File: src/rtl/pipe_pkg.sv
// Shared definitions for the pipeline sequencer:
// RV32 opcode encodings and the sequencer state enum.
package pipe_pkg;

  localparam logic [6:0] OP_R      = 7'b0110011;
  localparam logic [6:0] OP_LOAD   = 7'b0000011;
  localparam logic [6:0] OP_IMM    = 7'b0010011;
  localparam logic [6:0] OP_STORE  = 7'b0100011;
  localparam logic [6:0] OP_BRANCH = 7'b1100011;
  localparam logic [6:0] OP_JAL    = 7'b1101111;

  typedef enum logic [1:0] {
    BOOT,
    RUN,
    MEMWAIT
  } state_e;

endpackage

File: src/rtl/hazard_detect.sv
// Load-use hazard detection between the lw in EX
// and the source registers read by the instruction in ID.
module hazard_detect
  import pipe_pkg::*;
(
  input  logic [6:0] id_opcode_i,
  input  logic [4:0] id_rs1_i,
  input  logic [4:0] id_rs2_i,
  input  logic       ex_memread_i,
  input  logic [4:0] ex_rd_i,
  output logic       load_use_o
);

  logic uses_rs1;
  logic uses_rs2;

  always_comb begin
    uses_rs1 = 1'b0;
    uses_rs2 = 1'b0;
    unique case (1'b1)
      (id_opcode_i == OP_R),
      (id_opcode_i == OP_STORE),
      (id_opcode_i == OP_BRANCH): begin
        uses_rs1 = 1'b1;
        uses_rs2 = 1'b1;
      end
      (id_opcode_i == OP_LOAD),
      (id_opcode_i == OP_IMM): begin
        uses_rs1 = 1'b1;
      end
      default: ;
    endcase
  end

  // x0 is never a real producer, so a load to x0 cannot stall
  assign load_use_o = ex_memread_i && (ex_rd_i != 5'd0)
    && ((uses_rs1 && (ex_rd_i == id_rs1_i))
     || (uses_rs2 && (ex_rd_i == id_rs2_i)));

endmodule

File: src/rtl/pipe_ctrl.sv
// Pipeline sequencer: boot hold, load-use stall, branch flush,
// data-memory freeze, timeout flag and debug counters.
module pipe_ctrl
  import pipe_pkg::*;
#(
  parameter int BOOT_CYCLES = 4,
  parameter int MEM_TIMEOUT = 64,
  parameter int CNT_W       = 32
) (
  input  logic             clk_i,
  input  logic             rst_n_i,
  input  logic [6:0]       id_opcode_i,
  input  logic [4:0]       id_rs1_i,
  input  logic [4:0]       id_rs2_i,
  input  logic             ex_memread_i,
  input  logic [4:0]       ex_rd_i,
  input  logic             ex_taken_i,
  input  logic             mem_req_i,
  input  logic             mem_ready_i,
  output logic             pc_en_o,
  output logic             pc_sel_o,
  output logic             ifid_en_o,
  output logic             idex_en_o,
  output logic             exmem_en_o,
  output logic             memwb_en_o,
  output logic             ifid_flush_o,
  output logic             idex_flush_o,
  output logic             memwb_flush_o,
  output logic             timeout_o,
  output logic [CNT_W-1:0] stall_cnt_o,
  output logic [CNT_W-1:0] flush_cnt_o
);

  localparam int WW = $clog2(MEM_TIMEOUT + 1);
  localparam logic [7:0]    BOOT_LAST = 8'(BOOT_CYCLES - 1);
  localparam logic [WW-1:0] WAIT_MAX  = WW'(MEM_TIMEOUT);

  state_e          state_q, state_d;
  logic [7:0]      boot_cnt_q, boot_cnt_d;
  logic [WW-1:0]   wait_cnt_q, wait_cnt_d;
  logic            timeout_q, timeout_d;
  logic [CNT_W-1:0] stall_cnt_q, stall_cnt_d;
  logic [CNT_W-1:0] flush_cnt_q, flush_cnt_d;
  logic            stall_inc;
  logic            flush_inc;
  logic            load_use;
  logic            mem_wait;

  hazard_detect u_hazard (
    .id_opcode_i  (id_opcode_i),
    .id_rs1_i     (id_rs1_i),
    .id_rs2_i     (id_rs2_i),
    .ex_memread_i (ex_memread_i),
    .ex_rd_i      (ex_rd_i),
    .load_use_o   (load_use)
  );

  assign mem_wait = mem_req_i && !mem_ready_i;

  always_comb begin
    pc_en_o       = 1'b1;
    pc_sel_o      = 1'b0;
    ifid_en_o     = 1'b1;
    idex_en_o     = 1'b1;
    exmem_en_o    = 1'b1;
    memwb_en_o    = 1'b1;
    ifid_flush_o  = 1'b0;
    idex_flush_o  = 1'b0;
    memwb_flush_o = 1'b0;
    state_d       = state_q;
    boot_cnt_d    = boot_cnt_q;
    wait_cnt_d    = wait_cnt_q;
    stall_inc     = 1'b0;
    flush_inc     = 1'b0;
    unique case (state_q)
      BOOT: begin
        pc_en_o       = 1'b0;
        ifid_en_o     = 1'b0;
        idex_en_o     = 1'b0;
        exmem_en_o    = 1'b0;
        memwb_en_o    = 1'b0;
        ifid_flush_o  = 1'b1;
        idex_flush_o  = 1'b1;
        memwb_flush_o = 1'b1;
        boot_cnt_d    = boot_cnt_q + 8'd1;
        if (boot_cnt_q == BOOT_LAST) state_d = RUN;
      end
      RUN, MEMWAIT: begin
        if (mem_wait) begin
          // freeze dominates; branch/hazard re-evaluated once ready
          pc_en_o       = 1'b0;
          ifid_en_o     = 1'b0;
          idex_en_o     = 1'b0;
          exmem_en_o    = 1'b0;
          memwb_flush_o = 1'b1;
          stall_inc     = 1'b1;
          state_d       = MEMWAIT;
          if (state_q == RUN) wait_cnt_d = WW'(1);
          else if (wait_cnt_q != WAIT_MAX)
            wait_cnt_d = wait_cnt_q + WW'(1);
        end else begin
          state_d    = RUN;
          wait_cnt_d = '0;
          if (ex_taken_i) begin
            pc_sel_o     = 1'b1;
            ifid_flush_o = 1'b1;
            idex_flush_o = 1'b1;
            flush_inc    = 1'b1;
          end else if (load_use) begin
            pc_en_o      = 1'b0;
            ifid_en_o    = 1'b0;
            idex_flush_o = 1'b1;
            stall_inc    = 1'b1;
          end
        end
      end
      default: state_d = BOOT;
    endcase
  end

  always_comb begin
    timeout_d   = timeout_q || (wait_cnt_d == WAIT_MAX);
    stall_cnt_d = stall_cnt_q;
    flush_cnt_d = flush_cnt_q;
    if (stall_inc && (stall_cnt_q != '1))
      stall_cnt_d = stall_cnt_q + 1'b1;
    if (flush_inc && (flush_cnt_q != '1))
      flush_cnt_d = flush_cnt_q + 1'b1;
  end

  always_ff @(posedge clk_i or negedge rst_n_i) begin
    if (!rst_n_i) begin
      state_q     <= BOOT;
      boot_cnt_q  <= '0;
      wait_cnt_q  <= '0;
      timeout_q   <= 1'b0;
      stall_cnt_q <= '0;
      flush_cnt_q <= '0;
    end else begin
      state_q     <= state_d;
      boot_cnt_q  <= boot_cnt_d;
      wait_cnt_q  <= wait_cnt_d;
      timeout_q   <= timeout_d;
      stall_cnt_q <= stall_cnt_d;
      flush_cnt_q <= flush_cnt_d;
    end
  end

  assign timeout_o   = timeout_q;
  assign stall_cnt_o = stall_cnt_q;
  assign flush_cnt_o = flush_cnt_q;

endmodule

File: config.mk
export PLATFORM = sky130hd
export DESIGN_NAME = pipe_ctrl
export DESIGN_NICKNAME = d
export VERILOG_FILES = /design/src/rtl/pipe_pkg.sv /design/src/rtl/hazard_detect.sv /design/src/rtl/pipe_ctrl.sv
export SDC_FILE = /design/constraint.sdc
export NUM_CORES = 1
export LEC_CHECK = 0
export ABC_AREA = 1
export ABC_CLOCK_PERIOD_IN_PS = 1800
export CAP_MARGIN = 0
export CORE_ASPECT_RATIO = 0.5
export CORE_UTILIZATION = 48
export CTS_CLUSTER_SIZE = 20
export DETAILED_ROUTE_END_ITERATION = 6
export PLACE_DENSITY = 0.77
export SETUP_SLACK_MARGIN = 0.4
export SLEW_MARGIN = 15
export SYNTH_ARGS = -nofsm -noshare
export SYNTH_HDL_FRONTEND = slang
export SYNTH_SLANG_ARGS = --single-unit
export TNS_END_PERCENT = 100
File: constraint.sdc
create_clock -name clk_i -period 1.8 [get_ports clk_i]
set_input_delay 0.36 -clock clk_i [delete_from_list [all_inputs] [get_ports clk_i]]
set_output_delay 0.36 -clock clk_i [all_outputs]
set_load 0.03 [all_outputs]
==> reports/results.ini, run 1 <==
[logic_synthesis]
synth_area_per_cell_um2=6.761
synth_top_area_share_pct=38.13
ys_ff_latch=82
synthArstFlopShare_pct=100.0
netlist_area_um2=5381
synth_edf_count=0
netlist_top_cells_area=dfrtp_1 (38%), nand2_1 (21%), nor2_1 (6.8%), xor2_1 (6.8%), nand3_1 (6.4%)
yosysMostFrequentCell=nand2_1
synth_flop_cell=dfrtp_1
yosysTopAreaCell=dfrtp_1
synthCells=796
ys_seq_area_share_pct=38.13
synth_common_cells=nand2_1 (308), nor2_1 (98), dfrtp_1 (82)
ys_types=28
synth_nets=832
ys_warn_count=0

[clocking]
cts_htree_levels=3
cts_max_path_buffers=2
cts_tree=built
cts_root_buf=clkbuf_16
cts_num_sinks=82
clkTransAtPathRegs_ns=0.06
clk_latency_ns=0.35
cts_made_buffers=9

[timing]
skew_ns=0.01276
maxSlewViolCount=0
tightest_slew_ns=0.4620
setup_tns_ns=-2.711
fin_crit_ns=2.014
timing.final.ws_setup_ns=-0.2139
timing.final.hold_violations=0
max_freq_ghz=0.4965
rsz0062_at_grt=yes
finalSetupViolCount=41
max-slew-margin-rel_pct=69.20
whs_ns=0.4898
period_share_pct=111.9

[worst_setup_path]
cp-start-kind=flip-flop
crit_slowest_cell=dfrtp_1
endpoint_kind=primary output
r2r-start=state_q[0]$_DFFE_PN0P_
cpPeakStageDelay_ns=0.40
reg2reg_setup_slack_ns=-0.10
path_max_fanout=6
path_class=reg2out
regToRegEndpoint=timeout_o$_DFF_PN0_
worstRegToRegCells=11
cp_cell_sequence=inv_2 > ha_4 > nand3_2 > nand2_2 > a21oi_4 > buf_6
cp.required_ns=1.44
cp.arrival_ns=1.65

[route]
wl_um=19230
firstDrtPassIters=5
via_count=6319
post_drt_wl_per_cell_um=16.69
drtIter0Drc=429
drtAntennaViolNets=0
drc=0
vias_per_cell=5.485

[global_routing]
grt-ovfl-total=0
grt_pass1_vias=5944
grt_max_degree=33
grt_pass1_wl_um=28380
grt_use_total_pct=30.96
antenna_found_initial=0

[cells_and_area]
drive_above_1_share_pct=36.36
fin_nets=1043
area_growth_syn_to_layout_pct=58.10
insertedDiodeCount=0

[die]
core-area_um2=10540
dieHeight_um=76.87
dieArea_um2=11660
num_io_pins=102
initial_core_util_pct=51.06
rows=26
die_w_um=151.7

[min_path]
min-delay-start=timeout_o$_DFF_PN0_
holdPathStages=2
hold_path.class=reg2reg
holdPathEnd=timeout_o$_DFF_PN0_

[power]
power.density_nw_per_um2=1093
total_power_mw=9.297
p_leak_nw=4.305
peakVddDrop_uv=849.0

[status]
status=finished with violations
violations=setup timing

[placement]
io_buffers=101
dp_hpwl_um=11440
pre_cts_ws_ns=-0.3936
place_congestion=0.9276

[job]
maxCapViolCount=0

worst max path at each step:
stage | start | endpoint | slack [ns] | depth (start not counted)
2_1_floorplan | state_q[1]$_DFFE_PN0P_ | pc_en_o | -0.10 | 9
3_3_place_gp | ex_rd_i[1] | pc_en_o | -0.32 | 10
3_5_place_dp | ex_rd_i[1] | pc_en_o | -0.39 | 10
4_1_cts | state_q[0]$_DFFE_PN0P_ | idex_flush_o | -0.18 | 6
5_1_grt | state_q[0]$_DFFE_PN0P_ | ifid_en_o | -0.27 | 8
6_report | state_q[0]$_DFFE_PN0P_ | pc_en_o | -0.21 | 6
placed cells by master (no fill, tap or decap), types with 30 or more instances in the layout:
master / synthesis / layout
nand2_2: 4 / 44
dfrtp_1: 82 / 37
buf_4: 2 / 59
inv_1: 80 / 70
nor2_1: 98 / 75
buf_6: 3 / 85
nand3_1: 69 / 63
xor2_1: 42 / 42
buf_2: 6 / 30
nand2_1: 308 / 259
dfrtp_2: 0 / 45
kinds of logic (layout without fill, tap and decap cells):
kind of cell | count (synthesis) | count (layout) | synth area share [%]
and+or+nand+nor | 533 | 533 | 41.69
buffers and inverters | 98 | 314 | 7.533
DFF | 82 | 82 | 38.13
xor gates and xnor gates | 53 | 53 | 8.626
AOI/OAI and AO/OA | 22 | 22 | 2.162
adders and majority gates | 8 | 8 | 1.860
metal layers:
layer  vias up  GRT usage (%)  wire length, µm
li1       2925              -                -
met2       314          51.45             9525
met1      3016          41.14             7819
met4         0          9.208              558
met3        64          5.298             1324
met5         -              0                0
report_power, final:
part / switching (mW) / internal, mW / total [mW] / leakage (nW)
clock network: 0.762 / 1.25 / 2.01 / 0.156
registers: 0.314 / 2.10 / 2.42 / 1.04
logic: 2.64 / 2.23 / 4.87 / 3.11
total: 3.71 / 5.59 / 9.30 / 4.31
flip-flops by register name, indices dropped and copies added (netlist names):
name / count
state_q: 2
flush_cnt_o: 32
stall_cnt_o: 32
timeout_o: 1
wait_cnt_q: 7
boot_cnt_q: 8
metrics by stage:
stage	cells	area (µm²)	utilization, %
finish	1152	8508	80.72
global route	1152	8508	80.72
CTS	1134	8033	76.21
floorplan	796	5567	-
global placement	1083	7109	67.45
detailed placement	1083	7109	67.45
worst max-delay path: cells and delay by family, from the launching register on:
family	cells	cell delay, ns
AOI/OAI and AO/OA	1	0.05
adders and majority gates	1	0.34
buffers and inverters	2	0.19
DFF	1	0.40
and+or+nand+nor	2	0.32
timing repair:
item                       CTS  global route
buffers inserted            28            17
cloned                       6             1
setup endpoints to repair  150           121
hold endpoints to repair    28             0
pin swaps                   28            19
resized for setup          512           102
hold buffers                 1             0
layout make-up:
class | count | area (µm²)
clock inverters | 5 | 77.57
inverters | 82 | 325.3
multi-input cells | 616 | 3450
well taps | 140 | 175.2
repair inverters | 1 | 6.256
repair buffers | 215 | 2123
clock buffers | 11 | 242.7
flip-flops and latches | 82 | 2108
fillers | 668 | 2032
Power figures use the tool's default switching activity.
==> run 2, diff against run 1 <==
- ABC_CLOCK_PERIOD_IN_PS: 1800 -> default
- CORE_ASPECT_RATIO: 0.5 -> 0.8
- SYNTH_HIERARCHICAL: default -> 1
==> run 2 against run 1 <==
Effect of this change:
- the flow finishes with violations (DRC, hold timing, setup timing)
- clock skew is 0.0055 ns lower
- final area is 2.7% lower
- register-to-register slack worse by 0.14 ns
- via count is 5.6% lower
- non-clock buffer count is 19 lower
- worst hold slack worse by 0.50 ns
- final cell count is 0.61% lower
- clock power is 7% higher
- sequential share of layout area is 0.47 points higher
- critical path type unchanged
==> reports/results.ini, run 2 <==
[worst_setup_path]
r2r-start=state_q[0]$_DFFE_PN0P_
path_class=reg2out
worstRegToRegCells=14
cp.buffers_inverters=4
cp-start-kind=flip-flop
endpoint=idex_flush_o
worst-path-stages=8
reg2reg_setup_slack_ns=-0.24
cp.arrival_ns=1.72
path_max_fanout=3
endpoint_kind=primary output
crit_slowest_cell=dfrtp_1
critical-path-top-delay-family=buffers and inverters
startpoint=state_q[0]$_DFFE_PN0P_
cp.required_ns=1.44
cpPeakStageDelay_ns=0.38
regToRegEndpoint=flush_cnt_o[18]$_DFFE_PN0P_
cp_cell_sequence=inv_2 > ha_4 > nand2_4 > buf_6 > nor2_4 > inv_2 > a31oi_4 > buf_6

[logic_synthesis]
synth_common_cells=nand2_1 (330), nor2_1 (91), dfrtp_1 (82), inv_1 (82), xor2_1 (31)
synthXorXnorAreaFrac_pct=7.867
yosys.area_share.simple_pct=39.45
synth_top_area_share_pct=37.61
ys_types=28
synth_flop_cell=dfrtp_1
ys_warn_count=6
yosysTopAreaCell=dfrtp_1
netlist_area_um2=5455
synthArstFlopShare_pct=100.0
synth_edf_count=0
synth_top_family_by_area=simple AND/OR/NAND/NOR gates
synthCells=805
ys_ff_latch=82
netlist_top_cells_area=dfrtp_1 (38%), nand2_1 (23%), nor2_1 (6.3%), inv_1 (5.6%), xor2_1 (5.0%)
synthMuxAreaShare_pct=0
ys_seq_area_share_pct=37.61
synth_compound_area_share_pct=4.495
synth_fa_ha_area_share_pct=1.835
yosysMostFrequentCell=nand2_1
synth_area_per_cell_um2=6.777
synth_nets=841

[clocking]
cts_tree=built
cts_root_buf=clkbuf_16
clkTransAtPathRegs_ns=0.06
cts_htree_levels=3
cts_made_buffers=9
cts_max_path_buffers=2
cts_num_sinks=82
clk_latency_ns=0.34
cts-hold-fix-buffers=0

[global_routing]
grt_pass1_wl_um=26300
grt_max_degree=37
antenna_found_initial=0
grt_util_met2_pct=43.08
busiest_layer=met2
grt_pass1_vias=5369
grt_use_total_pct=28.30
grt-ovfl-total=0
grt_use_met1_pct=41.05
grt_use_met3_pct=5.282

[status]
violations=DRC, hold timing, setup timing
status=finished with violations

[placement]
pre_cts_ws_ns=-0.5222
place_congestion=0.9378
dp.cells=1103
dp_hpwl_um=11410
io_buffers=101
place_area_um2=7341

[route]
drtIter0Drc=466
firstDrtPassIters=7
post_drt_wl_per_cell_um=14.67
wl_um=16790
drc=2
drtAntennaViolNets=0
vias_per_cell=5.212
via_count=5968

[cells_and_area]
utilization_pct=75.39
nFillCells=801
final_common_cell=nand2_1
drive_above_1_share_pct=33.37
fin_nets=1032
insertedDiodeCount=0
fin_cells=1145
fin_area_um2=8274
area_growth_syn_to_layout_pct=51.67
final_cell_mix=nand2_1 (293), nor2_1 (85), inv_1 (71), buf_6 (71), dfrtp_1 (52)

[min_path]
hold_path.class=in2async

[timing]
maxSlewViolCount=0
rsz0062_at_grt=yes
max-slew-margin-rel_pct=64.86
period_share_pct=115.7
skew_ns=0.007286
timing.final.hold_violations=10
whs_ns=-0.01206
max_freq_ghz=0.4804
finalSetupViolCount=40
timing.final.ws_setup_ns=-0.2818
fin_crit_ns=2.082
setup_tns_ns=-6.924
tightest_slew_ns=0.5271

[power]
switchingPower_mw=3.954
p_leak_nw=3.983
power.density_nw_per_um2=1185
power_frac_seq_pct=25.6
clkPwrFrac_pct=21.9
sw_frac_of_total_pct=40.33
pwr-share-comb_pct=52.5
p_int_mw=5.849
peakVddDrop_uv=1731

[die]
dieArea_um2=11800
die_w_um=121.2
rows=34
num_io_pins=102
core-area_um2=10980
dieHeight_um=97.35
initial_core_util_pct=49.70

[job]
maxCapViolCount=0

[run 2: how the worst min path moves through the flow]
stage | start | end | slack [ns] | depth (start not counted)
finish | rst_n_i | flush_cnt_o[18]$_DFFE_PN0P_ | -0.01 | 1
global placement | rst_n_i | flush_cnt_o[18]$_DFFE_PN0P_ | 0.37 | 1
CTS | rst_n_i | flush_cnt_o[21]$_DFFE_PN0P_ | 0.008 | 1
detailed placement | rst_n_i | flush_cnt_o[18]$_DFFE_PN0P_ | 0.37 | 1
floorplan | rst_n_i | boot_cnt_q[0]$_DFFE_PN0N_ | 0.06 | 0
global route | rst_n_i | flush_cnt_o[18]$_DFFE_PN0P_ | 0.03 | 1
[run 2: repair_timing]
action	in CTS	in global routing
buffers inserted	11	9
gates resized for setup	488	82
cloned	5	1
setup endpoints to repair	151	114
pin swaps	27	15
[run 2: layer usage]
layer | vias up | share of wire, % | routed length (µm)
met4 | 0 | 1.4 | 242
met3 | 26 | 7.9 | 1334
met1 | 2791 | 45 | 7576
li1 | 2890 | - | -
met5 | - | 0 | 0
met2 | 261 | 45 | 7640
[run 2: cell type report]
class | count | area (µm²) | area share [%]
multi-input combinational | 619 | 3374 | 40.78
sequential | 82 | 2090 | 25.25
timing repair buffer | 196 | 1938 | 23.42
inverter | 88 | 349.1 | 4.219
clock buffer | 10 | 229.0 | 2.767
tap | 144 | 180.2 | 2.178
clock inverter | 6 | 113.9 | 1.376
[run 2: worst register-to-register path, delay by kind of cell, from the launching register on]
| kind | cells | cell delay (ns) |
|---|---|---|
| flops | 1 | 0.38 |
| fa+ha+maj | 1 | 0.28 |
| simple gates | 4 | 0.30 |
| compound gates | 1 | 0.11 |
| buf+inv | 8 | 0.86 |
[run 2: cell families (layout without fill, tap and decap cells)]
logic type / after synthesis / after routing
compound gates: 46 / 46
xor+xnor: 49 / 49
fa+ha+maj: 8 / 8
buf+inv: 104 / 300
flops: 82 / 82
simple gates: 516 / 516
[run 2: power by group through the flow]
stage / Sequential, mW / Clock [mW] / Combinational [mW]
2_1_floorplan: 2.86 / 0 / 2.28
3_3_place_gp: 2.50 / 0 / 3.95
3_5_place_dp: 2.50 / 0 / 4.01
4_1_cts: 2.49 / 2.18 / 4.72
5_1_grt: 2.55 / 2.25 / 5.45
6_report: 2.51 / 2.15 / 5.15
[run 2: per-stage QoR]
stage / hold slack (ns) / total power, mW
detailed placement: 0.3684 / 6.510
CTS: 0.008157 / 9.386
global placement: 0.3699 / 6.452
global route: 0.03106 / 10.25
finish: -0.01206 / 9.803
floorplan: 0.06441 / 5.142
==> run 3, diff against run 2 <==
- ABC_AREA: 1 -> default
- CORE_UTILIZATION: 48 -> 46
==> run 3 against run 2 <==
Effect of this change:
- the run now fails in global routing (5_1_grt)
- synthesized cell count fell by 46%
- synthesized area down 19%
==> reports/results.ini, run 3 <==
[logic_synthesis]
synth_nets=472
synthCells=436
netlist_top_cells_area=dfrtp_1 (47%), xnor2_1 (8.6%), xor2_1 (6.8%), nand3_1 (4.2%), nand4_1 (4.0%)
synth_common_cells=dfrtp_1 (82), xnor2_1 (43), nand3_1 (37)
ys_ff_latch=82
synthArstFlopShare_pct=100.0
ys_seq_area_share_pct=46.70
synth_flop_cell=dfrtp_1
ys_types=56
yosysTopAreaCell=dfrtp_1
synth_top_area_share_pct=46.70
ys_warn_count=6
synth_edf_count=0
synth_area_per_cell_um2=10.08
yosysMostFrequentCell=dfrtp_1
netlist_area_um2=4394

[clocking]
cts_num_sinks=82
cts_htree_levels=3
cts_max_path_buffers=2
cts_made_buffers=9
cts_root_buf=clkbuf_16

[status]
haltStage=global routing (5_1_grt)
status=aborted with a tool error
tool.error=[ERROR DPL-0038] Utilization greater than 100%, impossible to legalize

[placement]
io_buffers=101
dp_hpwl_um=10440
place_congestion=0.8810

[die]
num_io_pins=102
die_w_um=111.3
dieHeight_um=89.42
initial_core_util_pct=48.00
rows=31

[global_routing]
grt_max_degree=52

[timing]
worst_endpoint_kind=register data pin
postGrtWorstEndpoint=stall_cnt_o[28]$_DFFE_PN0P_/D

-- run 3: cell types whose count changed after synthesis, sizes merged, moves of 12 or more --
| cell | change |
|---|---|
| and3 | +13 |
| inv | -70 |
| nand2 | -309 |
| nand3b | -12 |
| nand4 | +16 |
| nor2 | -76 |
| nor4 | +12 |
| o21ai | -26 |
| xnor2 | +25 |
-- run 3: through the flow --
step                area [µm²]  cells  hold slack (ns)  worst slack [ns]
detailed placement        7092    785           0.2652            -1.252
CTS                       8508    848           0.4449           -0.4452
floorplan                 4965    436          0.06441           -0.4133
global placement          7092    785           0.2610            -1.015
-- run 3: cells by family after synthesis --
| kind of cell | after synthesis | synth area share (%) |
|---|---|---|
| xor+xnor | 77 | 15.35 |
| mux | 2 | 0.5125 |
| simple gates | 195 | 25.40 |
| compound gates | 43 | 6.748 |
| flops | 82 | 46.70 |
| buf+inv | 29 | 3.018 |
| fa+ha+maj | 8 | 2.278 |
-- run 3: timing repair --
item,CTS
pin swaps,99
gates resized for setup,629
hold endpoints to repair,17
buffers inserted,45
endpoints found under the setup margin,149
gates cloned,1
hold buffers,1
==> run 4, diff against run 3 <==
- CORE_ASPECT_RATIO: 0.8 -> default
- CORE_UTILIZATION: 46 -> 40
- CTS_CLUSTER_SIZE: 20 -> default
- PLACE_DENSITY: 0.77 -> default
- PLACE_DENSITY_LB_ADDON: default -> 0.15
- SETUP_SLACK_MARGIN: 0.4 -> default
- clock period: 1.8 -> 2.35 ns (I/O delays scaled with it)
==> run 4 against run 3 <==
Effect of this change:
- the flow now finishes, with violations (setup timing)
- synthesized cell count did not move
- synthesized area is the same
==> reports/results.ini, run 4 <==
[status]
status=finished with violations
violations=setup timing

[timing]
max-slew-margin-rel_pct=50.58
skew_ns=0.01156
rsz0062_at_grt=yes
fin_crit_ns=2.422
timing.final.hold_violations=0
timing.final.ws_setup_ns=-0.07229
maxSlewViolCount=0
period_share_pct=103.1
tightest_slew_ns=0.7363
finalSetupViolCount=5
max_freq_ghz=0.4128
whs_ns=0.06543

[worst_setup_path]
cp.arrival_ns=1.95
endpoint_kind=primary output
reg2reg_setup_slack_ns=0.20
path_class=in2out
startpoint=ex_rd_i[4]
r2r-start=wait_cnt_q[0]$_DFF_PN0_
regToRegEndpoint=timeout_o$_DFF_PN0_
cp-start-kind=input pin
path_max_fanout=2
worstRegToRegCells=7
cp.required_ns=1.88

[placement]
place_congestion=0.8341
dp_hpwl_um=8240
io_buffers=101
pre_cts_ws_ns=-0.7859

[logic_synthesis]
ys_types=56
synth_top_area_share_pct=46.70
netlist_area_um2=4394
ys_seq_area_share_pct=46.70
yosysTopAreaCell=dfrtp_1
synth_edf_count=0
synthArstFlopShare_pct=100.0
synth_nets=472
netlist_top_cells_area=dfrtp_1 (47%), xnor2_1 (8.6%), xor2_1 (6.8%), nand3_1 (4.2%), nand4_1 (4.0%)
synth_area_per_cell_um2=10.08
ys_warn_count=6
synthCells=436
yosysMostFrequentCell=dfrtp_1
ys_ff_latch=82
synth_common_cells=dfrtp_1 (82), xnor2_1 (43), nand3_1 (37)
synth_flop_cell=dfrtp_1

[global_routing]
grt_util_met2_pct=31.98
grt-ovfl-total=0
grt_use_total_pct=20.15
busiest_layer=met2
antenna_found_initial=0
grt_pass1_vias=3792
grt_max_degree=37
grt_pass1_wl_um=18060
grt_use_met3_pct=5.228
grt_use_met1_pct=27.10

[route]
wl_um=11000
via_count=3836
drc=0
drtIter0Drc=129
drtAntennaViolNets=0
firstDrtPassIters=5
vias_per_cell=5.410
post_drt_wl_per_cell_um=15.52

[die]
initial_core_util_pct=41.81
dieHeight_um=106.8
num_io_pins=102
rows=37
core-area_um2=10510
dieArea_um2=11410
die_w_um=106.8

[cells_and_area]
drive_above_1_share_pct=16.06
insertedDiodeCount=0
fin_nets=606
final_cell_mix=dfrtp_1 (82), clkdlybuf4s50_1 (76), xnor2_1 (43), buf_4 (38), nand3_1 (37)
area_growth_syn_to_layout_pct=37.22
final_common_cell=dfrtp_1

[power]
power_frac_seq_pct=37.0
power.density_nw_per_um2=803.8
p_int_mw=2.970
p_leak_nw=2.624
peakVddDrop_uv=781.6
switchingPower_mw=1.877
sw_frac_of_total_pct=38.73
clkPwrFrac_pct=21.1
pwr-share-comb_pct=41.9

[job]
maxCapViolCount=0

[clocking]
cts_root_buf=clkbuf_8
cts_htree_levels=3
cts_max_path_buffers=2
cts_num_sinks=82
cts-hold-fix-buffers=0
cts_tree=built
cts_made_buffers=9
clkTransAtPathRegs_ns=0.08
clk_latency_ns=0.35

[min_path]
hold_path.class=in2async

run 4: cell counts after synthesis:
No cell type changed its count.
run 4: layout make-up:
cell class / instances / area, µm²
clock buffer: 11 / 151.4
fill: 934 / 4479
tap: 136 / 170.2
sequential: 82 / 2052
multi-input combinational: 325 / 2307
inverter: 18 / 67.56
clock inverter: 3 / 40.04
timing repair buffer: 134 / 1241
run 4: how the worst max path moves through the flow:
stage                     slack [ns]  cells after the start                         end
final                          -0.07                      8                     pc_en_o
after global routing           -0.19                     10                   ifid_en_o
after CTS                      -0.13                      8                     pc_en_o
after detailed placement       -0.79                      9  stall_cnt_o[1]$_DFFE_PN0P_
after global placement         -0.74                      9  stall_cnt_o[1]$_DFFE_PN0P_
after floorplan                -0.08                      7                     pc_en_o
run 4: kinds of logic (layout without fill, tap and decap cells):
logic type,count (synthesis),after routing,share of synthesized area [%]
flip-flops,82,82,46.70
buffers and inverters,29,166,3.018
XOR/XNOR,77,77,15.35
adder cells (fa/ha/maj),8,8,2.278
AND/OR/NAND/NOR,195,195,25.40
AO/OA/AOI/OAI,43,43,6.748
multiplexers,2,2,0.5125
run 4: power groups by stage:
| stage | Combinational [mW] | Sequential [mW] | Clock, mW |
|---|---|---|---|
| finish | 2.03 | 1.79 | 1.02 |
| global route | 2.22 | 1.82 | 1.13 |
| CTS | 2.01 | 1.79 | 1.05 |
| detailed placement | 1.97 | 1.82 | 0 |
| global placement | 1.93 | 1.81 | 0 |
| floorplan | 1.11 | 1.91 | 0 |
run 4: per-layer routing:
metal  wire length [µm]  vias to the layer above
met1               5107                     1886
li1                   -                     1840
met5                  0                        -
met4                 58                        0
met3                644                        4
met2               5193                      106
run 4: critical path, cell delays in order:
cell and delay, ns:
buf_8 0.10, or4_4 0.53, o211ai_2 0.17, a21oi_2 0.05
nor2b_4 0.12, o21a_1 0.20, a21oi_4 0.15, buf_6 0.15
run 4: timing repair:
item	CTS	global route
endpoints found under the setup margin	37	35
pin swaps	11	11
buffers inserted	3	0
gates resized for setup	41	17
run 4: per-stage QoR:
step / util, % / TNS (ns) / instance area, µm² / std cells / total power [mW]
final: 57.38 / -0.2225 / 6030 / 709 / 4.847
after global routing: 57.38 / -2.546 / 6030 / 709 / 5.175
after CTS: 56.95 / -0.3209 / 5984 / 709 / 4.851
after detailed placement: 54.79 / -20.81 / 5758 / 692 / 3.783
after global placement: 54.79 / -19.98 / 5758 / 692 / 3.742
after floorplan: - / -0.1690 / 4432 / 436 / 3.020
